### src/rtl/ascon_ad_ctrl.sv
// ASCON-128a associated-data absorption sequencer: packs 32-bit AD words into
// 128-bit padded rate blocks and drives an external p8 over start/done.
module ascon_ad_ctrl (
    input  logic         clk,
    input  logic         rst,
    input  logic         start,
    input  logic [31:0]  adlen,
    input  logic [319:0] s_in,
    input  logic [31:0]  ad_data,
    input  logic         ad_valid,
    output logic         ad_ready,
    output logic         perm_start,
    output logic [319:0] perm_state_out,
    input  logic         perm_done,
    input  logic [319:0] perm_state_in,
    output logic         busy,
    output logic         done,
    output logic [319:0] s_out
);

    // PADBLK is a reserved encoding: the pad-only block is absorbed directly on PWAIT exit.
    typedef enum logic [2:0] {
        IDLE   = 3'd0,
        LOAD   = 3'd1,
        PADBLK = 3'd2,
        PSTART = 3'd3,
        PWAIT  = 3'd4,
        FINAL  = 3'd5
    } fsm_t;

    localparam logic [319:0] PAD_ONLY = {8'h80, 312'd0};
    localparam logic [319:0] DOM_SEP  = 320'd1;

    fsm_t           fsm_r;
    logic [319:0]   state_r;
    logic [31:0]    rem_r;
    logic [127:0]   blk_r;
    logic [1:0]     idx_r;
    logic [4:0]     bcnt_r;
    logic           pad_pending_r;
    logic           perm_start_r;
    logic [319:0]   perm_state_out_r;
    logic           busy_r;
    logic           done_r;
    logic [319:0]   s_out_r;

    logic [2:0]     take_s;
    logic [31:0]    mask_s;
    logic [31:0]    word_s;
    logic [127:0]   blk_word_s;
    logic [127:0]   blk_pad_s;
    logic [31:0]    rem_next_s;
    logic [4:0]     bcnt_next_s;
    logic           close_s;
    logic           pad_set_s;
    logic [319:0]   absorb_s;

    assign ad_ready       = (fsm_r == LOAD);
    assign perm_start     = perm_start_r;
    assign perm_state_out = perm_state_out_r;
    assign busy           = busy_r;
    assign done           = done_r;
    assign s_out          = s_out_r;

    // Word packing, byte accounting, padding and rate absorption for the current handshake.
    always_comb begin
        take_s = (rem_r >= 32'd4) ? 3'd4 : rem_r[2:0];
        case (take_s)
            3'd1:    mask_s = 32'hFF00_0000;
            3'd2:    mask_s = 32'hFFFF_0000;
            3'd3:    mask_s = 32'hFFFF_FF00;
            3'd4:    mask_s = 32'hFFFF_FFFF;
            default: mask_s = 32'h0000_0000;
        endcase
        word_s     = ad_data & mask_s;
        blk_word_s = blk_r;
        case (idx_r)
            2'd0:    blk_word_s[127:96] = word_s;
            2'd1:    blk_word_s[95:64]  = word_s;
            2'd2:    blk_word_s[63:32]  = word_s;
            2'd3:    blk_word_s[31:0]   = word_s;
            default: blk_word_s         = blk_r;
        endcase
        rem_next_s  = rem_r - {29'd0, take_s};
        bcnt_next_s = bcnt_r + {2'd0, take_s};
        close_s     = (idx_r == 2'd3) || (rem_next_s == 32'd0);
        pad_set_s   = (rem_next_s == 32'd0) && (bcnt_next_s == 5'd16);
        blk_pad_s   = blk_word_s;
        if (rem_next_s == 32'd0) begin
            for (int b = 0; b < 16; b++) begin
                if (bcnt_next_s == 5'(b)) begin
                    blk_pad_s[127 - 8*b -: 8] = 8'h80;
                end else begin
                    blk_pad_s[127 - 8*b -: 8] = blk_word_s[127 - 8*b -: 8];
                end
            end
        end else begin
            blk_pad_s = blk_word_s;
        end
        absorb_s = {state_r[319:192] ^ blk_pad_s, state_r[191:0]};
    end

    // Control FSM with registered handshake outputs and state datapath.
    always_ff @(posedge clk or negedge rst) begin
        if (!rst) begin
            fsm_r            <= IDLE;
            state_r          <= 320'd0;
            rem_r            <= 32'd0;
            blk_r            <= 128'd0;
            idx_r            <= 2'd0;
            bcnt_r           <= 5'd0;
            pad_pending_r    <= 1'b0;
            perm_start_r     <= 1'b0;
            perm_state_out_r <= 320'd0;
            busy_r           <= 1'b0;
            done_r           <= 1'b0;
            s_out_r          <= 320'd0;
        end else begin
            perm_start_r <= 1'b0;
            done_r       <= 1'b0;
            case (fsm_r)
                IDLE: begin
                    if (start) begin
                        state_r       <= s_in;
                        rem_r         <= adlen;
                        blk_r         <= 128'd0;
                        idx_r         <= 2'd0;
                        bcnt_r        <= 5'd0;
                        pad_pending_r <= 1'b0;
                        busy_r        <= 1'b1;
                        if (adlen == 32'd0) begin
                            s_out_r <= s_in ^ DOM_SEP;
                            done_r  <= 1'b1;
                            fsm_r   <= FINAL;
                        end else begin
                            fsm_r <= LOAD;
                        end
                    end else begin
                        fsm_r <= IDLE;
                    end
                end
                LOAD: begin
                    if (ad_valid && ad_ready) begin
                        rem_r <= rem_next_s;
                        if (close_s) begin
                            state_r          <= absorb_s;
                            perm_state_out_r <= absorb_s;
                            perm_start_r     <= 1'b1;
                            pad_pending_r    <= pad_set_s;
                            blk_r            <= 128'd0;
                            idx_r            <= 2'd0;
                            bcnt_r           <= 5'd0;
                            fsm_r            <= PSTART;
                        end else begin
                            blk_r  <= blk_word_s;
                            idx_r  <= idx_r + 2'd1;
                            bcnt_r <= bcnt_next_s;
                        end
                    end else begin
                        fsm_r <= LOAD;
                    end
                end
                PSTART: begin
                    fsm_r <= PWAIT;
                end
                PWAIT: begin
                    if (perm_done) begin
                        if (rem_r != 32'd0) begin
                            state_r <= perm_state_in;
                            fsm_r   <= LOAD;
                        end else if (pad_pending_r) begin
                            pad_pending_r    <= 1'b0;
                            state_r          <= perm_state_in ^ PAD_ONLY;
                            perm_state_out_r <= perm_state_in ^ PAD_ONLY;
                            perm_start_r     <= 1'b1;
                            fsm_r            <= PSTART;
                        end else begin
                            state_r <= perm_state_in;
                            s_out_r <= perm_state_in ^ DOM_SEP;
                            done_r  <= 1'b1;
                            fsm_r   <= FINAL;
                        end
                    end else begin
                        fsm_r <= PWAIT;
                    end
                end
                FINAL: begin
                    busy_r <= 1'b0;
                    fsm_r  <= IDLE;
                end
                default: begin
                    busy_r <= 1'b0;
                    fsm_r  <= IDLE;
                end
            endcase
        end
    end

endmodule
### config.mk
export PLATFORM = sky130hd
export DESIGN_NAME = ascon_ad_ctrl
export DESIGN_NICKNAME = d
export VERILOG_FILES = /design/src/rtl/ascon_ad_ctrl.sv
export SDC_FILE = /design/constraint.sdc
export NUM_CORES = 2
export LEC_CHECK = 0
export BUFFER_PORTS_ARGS = -buffer_cell sky130_fd_sc_hd__buf_2
export CORE_AREA = 2 2 530 532
export DETAILED_ROUTE_END_ITERATION = 10
export DIE_AREA = 0 0 532 534
export GPL_ROUTABILITY_DRIVEN = 0
export GPL_TIMING_DRIVEN = 0
export PLACE_DENSITY = 0.45
export SLEW_MARGIN = 0
export SYNTH_ARGS = -nofsm -noshare
export SYNTH_HDL_FRONTEND = slang
export SYNTH_SLANG_ARGS = --single-unit
export TNS_END_PERCENT = 20
### constraint.sdc
create_clock -name clk -period 8.5 [get_ports clk]
set_input_delay 2.55 -clock clk [delete_from_list [all_inputs] [get_ports clk]]
set_output_delay 2.55 -clock clk [all_outputs]
set_load 0.005 [all_outputs]
== Yosys cells after proc, flatten, opt, wreduce, memory -nomap -nowiden ==
Index checks and enable logic that the tools add are counted.

* Bits of input ports: 709
* Flip-flop bits (word level): 1134
* Output and inout bits: 644

* Reduce and logical (&&, ||, !) cells: 21
* Bitwise logic cells: 7
* $lt $le $gt $ge: 1
* Equal/unequal tests: 35
* Muxes and demuxes: 85
* Add/subtract/negate cells: 3

{| class="wikitable"
|+ Operators with widths
! operator !! number
|-
| 320-bit two-way mux || 16
|-
| 320-bit one-hot mux with 2 select lines || 2
|-
| 320-bit one-hot mux with 3 select lines || 1
|-
| 128-bit two-way mux || 4
|-
| 128-bit one-hot mux with 2 select lines || 1
|-
| 32-bit two-way mux || 6
|-
| 8-bit two-way mux || 16
|-
| 32-bit one-hot mux with 4 select lines || 1
|-
| 128-bit bitwise XOR || 1
|-
| 32-bit logical NOT || 2
|-
| 32-bit one-hot mux with 2 select lines || 1
|-
| 5-bit by 4-bit equality test with 1-bit output, second input constant || 8
|-
| 32-bit bitwise AND || 1
|-
| 32-bit by 3-bit >= comparator with 1-bit output, second input constant || 1
|-
| 32-bit nonzero test || 1
|-
| 32-bit by 3-bit subtractor with 32-bit output || 1
|-
| 3-bit two-way mux || 8
|-
| 5-bit by 3-bit equality test with 1-bit output, second input constant || 4
|-
| 6-bit AND reduction || 3
|-
| 1-bit two-way mux || 16
|-
| 5-bit two-way mux || 3
|-
| 2-bit inequality test, second input constant || 6
|-
| 3-bit one-hot mux with 4 select lines || 1
|-
| 5-bit by 2-bit equality test with 1-bit output, second input constant || 2
|-
| 29 further kinds || 46
|}

== Logic depth before layout (Yosys ltp) ==
* Depth in word-level cells: 12
* Gate-level depth with buffers: 24

== Worst setup path before layout ==
No wires, ideal clock.

* Path type: flip-flop to flip-flop
* Start point: reg rem_r[6]
* End point: reg state_r[206]
* Path buffers: 6
* Library setup time: 137 ps
* Stages on the path, launching flop included: 22
* Data arrival time: 4614 ps
* Setup slack: 3749 ps
* Path through: dfrtp_1 > buf_2 > or4_4 > nor3_4 > nand4_1 > clkbuf_1 > buf_1 > nand2_1 > ha_1 > inv_1 > a2111oi_0 > o2111ai_1 > a2111oi_0 > nand4_1 > or4_4 > o31ai_4 > buf_4 > a21o_4 > buf_6 > buf_6 > mux2i_1 > a21oi_1

* Word-level cells in the longest chain between the ends: 12
* Elaborated cells on any way between the ends: 25

{| class="wikitable"
|+ RTL lines
! item !! RTL line !! text
|-
| start, declared || 36 || <nowiki>logic [31:0] rem_r;</nowiki>
|-
| start signal, assigned || 125 || <nowiki>rem_r <= adlen;</nowiki>
|-
| start signal, assigned || 144 || <nowiki>rem_r <= rem_next_s;</nowiki>
|-
| parallel branches: the longest is 12 deep, another holds 32-bit by 3-bit >= comparator with 1-bit output || - ||
|-
| end signal, assigned || 124 || <nowiki>state_r <= s_in;</nowiki>
|-
| end signal, assigned || 146 || <nowiki>state_r <= absorb_s;</nowiki>
|-
| end signal, assigned || 169 || <nowiki>state_r <= perm_state_in;</nowiki>
|-
| end, declared || 35 || <nowiki>logic [319:0] state_r;</nowiki>
|}

Several ways; the timed one is not identified. The select of a mux whose other input is x is not followed.
A chain may end at the register's enable or synchronous reset.

== Worst setup path after layout ==
* Start point: reg rem_r[16]
* End point: reg perm_state_out_r[214] (netlist: perm_state_out[214])

* Word-level cells in the longest chain between the ends: 12
* Elaborated cells on any way between the ends: 24

{| class="wikitable"
|+ RTL lines
! item !! RTL line !! text
|-
| parallel branches: the longest is 12 deep, another holds 32-bit by 3-bit >= comparator with 1-bit output || - ||
|-
| end signal, assigned || 147 || <nowiki>perm_state_out_r <= absorb_s;</nowiki>
|-
| end signal, assigned || 174 || <nowiki>perm_state_out_r <= perm_state_in ^ PAD_ONLY;</nowiki>
|-
| end, declared || 42 || <nowiki>logic [319:0] perm_state_out_r;</nowiki>
|}

Several ways; the timed one is not identified. The select of a mux whose other input is x is not followed.

==> results.yml <==
worst_setup_path:
  end_kind: "flip-flop"
  reg2regPathDepth: 23
  cp.required_ps: 9200
  timing.rr.start: "rem_r[16]"
  startpoint: "rem_r[16]"
  cp_max_fo: 10
  critPathLaunchType: "flip-flop"
  arrival_ps: 8810
  path_class: "reg2reg"
floorplanning:
  die_h_um: 534
  ioPinCount: 1353
  core_region_area_um2: 278000
  die-width_um: 532
  rows: 194
  dieArea_um2: 284000
  start_util: 0.196
final_layout:
  area_delta_synth_final_pct: 30.9
  drive_gt1_frac: 0.215
  final_util: 0.257
  regArea_um2: 28400
  nNetsFinal: 8434
  multi_input_area_um2: 24100
  nFillCells: 30700
sta:
  clock.fmax_mhz: 123
  relSlewSlack: 0.0208
  clock_skew_ps: 69.2
  fin_crit_ps: 8100
  tns_ps: 0
  slew_viol_final: 0
  worst_slack_ps: 396
  worst_pin_slew_ps: 1470
  min_period_over_period: 0.953
  setup_viol_count_final: 0
  rsz0062_at_grt: "false"
  hold_violations: 0
clock_network:
  numCtsBuffers: 149
  postCtsSetupBuffers: 0
  clk_latency_ps: 820
  clkSinkCount: 1134
  cts_root_buf: "clkbuf_16"
  path_clk_slew_ps: 60
  htreeDepth: 4
  clk_path_buf_depth: 4
  cts_tree: "done"
logic_synthesis:
  synth_fp_nets: 6918
  synth_cells: 6200
  ys_seq_area_frac: 0.520
  yosys_warnings: 0
  async_flop_share: 1.00
  synth_top_area_frac: 0.520
  synth_area_leader_cell: "dfrtp_1"
  syn_area_per_cell_um2: 8.80
  ys_seq_elements: 1134
  synth_most_common_cell: "dfrtp_1"
  synth_commonest_cells: "dfrtp_1 (1134), nand2_1 (943), a21oi_1 (895), o21ai_0 (639), nor2_1 (637)"
  synth-edff-count: 0
  synth_area_um2: 54500
  synth_flop_cell: "dfrtp_1"
  ys_types: 76
  ys_top_cells_by_area: "dfrtp_1 (52%), a21oi_1 (8.2%), nand2_1 (6.5%), o21ai_0 (5.9%), nor2_1 (4.4%)"
detailed_routing:
  wl_per_cell_um: 31.6
  drtAntennaViolNets: 0
  firstDrtPassIters: 6
  drtIter0Drc: 6486
  vias: 57900
  finalWirelength_um: 369000
  via_per_inst: 4.96
  drcViolationCount: 0
pwr:
  power_density_nw_per_um2: 401
  leakage_uw: 0.0322
  vdd_ir_drop_max_uv: 197
global_route:
  grt_pass1_wl_um: 490000
  grt_usage: 0.249
  first_global_vias: 55700
  antenna_found_initial: 167
  grt_max_degree: 155
  grt-ovfl-total: 0
run:
  cap_violations: 0
worst_hold_path:
  holdCritStartpoint: "blk_r[57]"
  holdPathStages: 2
  hp-class: "reg2reg"
outcome:
  outcome: "finished, final reports clean"
placed_design:
  portBuffers: 1352
  place_ws_ps: 208
  dp_hpwl_um: 302000
-- power by group --
part	total [uW]	internal, uW	switching (uW)
Clock	6420	3680	2740
Combinational	12700	4020	8700
Sequential	9500	7800	1700
-- worst paths after layout --
kind	end	slack, ps
max	perm_state_out[214]	400
min	blk_r[57]	470
max reg2reg	perm_state_out[214]	400
min reg2reg	blk_r[57]	470
max in group asynchronous	blk_r[10]	3980
min in group asynchronous	perm_state_out[63]	1620
-- sequential cells by signal, summed over array words and instances, names as in the netlist --
name and cells:
perm_state_out 320, fsm_r 3, busy 1, state_r 320, perm_start 1, blk_r 128, rem_r 32, idx_r 2
bcnt_r 5, done 1, s_out 320, pad_pending_r 1
-- metrics by stage --
step	power, uW	std cells	hold slack (ps)	cell area (um2)
floorplan	15100	6200	442	54500
global placement	21800	11300	455	66000
detailed placement	22000	11300	463	66300
CTS	28600	11500	476	71100
global route	30100	11600	496	71300
finish	28600	11700	472	71400
-- per-layer routing --
layer | vias to the layer above | wire length (um) | global-route usage
li1 | 24700 | - | -
met1 | 29000 | 155000 | 0.330
met2 | 3370 | 149000 | 0.351
met3 | 744 | 38300 | 0.0785
met4 | 56 | 26400 | 0.152
met5 | - | 367 | 0
-- layout by cell type (no fill, tap or decap), types with 56 or more instances in the layout --
| cell | Yosys | final |
|---|---|---|
| a31oi_1 | 93 | 93 |
| nor2b_1 | 56 | 56 |
| clkbuf_16 | 0 | 151 |
| mux2i_1 | 191 | 190 |
| xor2_1 | 68 | 68 |
| o21ai_0 | 639 | 639 |
| a21oi_1 | 895 | 894 |
| buf_2 | 31 | 1383 |
| nor2_1 | 637 | 635 |
| diode_2 | 0 | 116 |
| nor3_1 | 107 | 107 |
| and3_1 | 264 | 264 |
| nand2_1 | 943 | 943 |
| a211oi_1 | 99 | 99 |
| dfrtp_1 | 1134 | 1134 |
| xnor2_1 | 68 | 68 |
| clkbuf_1 | 431 | 448 |
-- logic make-up after synthesis --
family / Yosys count / share of synthesized area
AND/OR/NAND/NOR: 2241 / 0.184
AO/OA/AOI/OAI: 1941 / 0.196
flip-flops: 1134 / 0.520
buffers and inverters: 536 / 0.0384
multiplexers: 202 / 0.0373
XOR/XNOR: 136 / 0.0218
adder cells (fa/ha/maj): 9 / 0.00220
other: 1 / 0.0000687
-- repair_timing --
action / in CTS / in global routing
hold buffers: 0 / 0
setup endpoints to repair: 0 / 85
gates resized for setup: 0 / 1
-- worst max-delay path, stage by stage (launching register included) --
cell,delay [ps]
dfrtp_1,350
clkbuf_1,170
nor4_1,590
and2_1,220
clkbuf_1,250
nand4_1,460
clkbuf_1,360
buf_1,430
nand2_1,190
ha_1,170
inv_1,60
a2111oi_0,380
o2111ai_1,210
a2111oi_0,400
nand4_1,190
nor4_2,680
a31oi_1,310
o21a_2,490
buf_4,400
inv_2,230
buf_2,560
buf_2,470
nor2_1,70
a211oi_1,250
-- cell type report --
type	count	share of cell area
clock buffer	216	0.0607
clock inverter	42	0.00631
antenna	116	0.00406
timing repair buffer	1365	0.0994
inverter	39	0.00205
sequential	1134	0.397
buffer	497	0.0276
multi-input combinational	4530	0.337
tap	3724	0.0652
No activity file was read; power rests on OpenSTA's default activity.
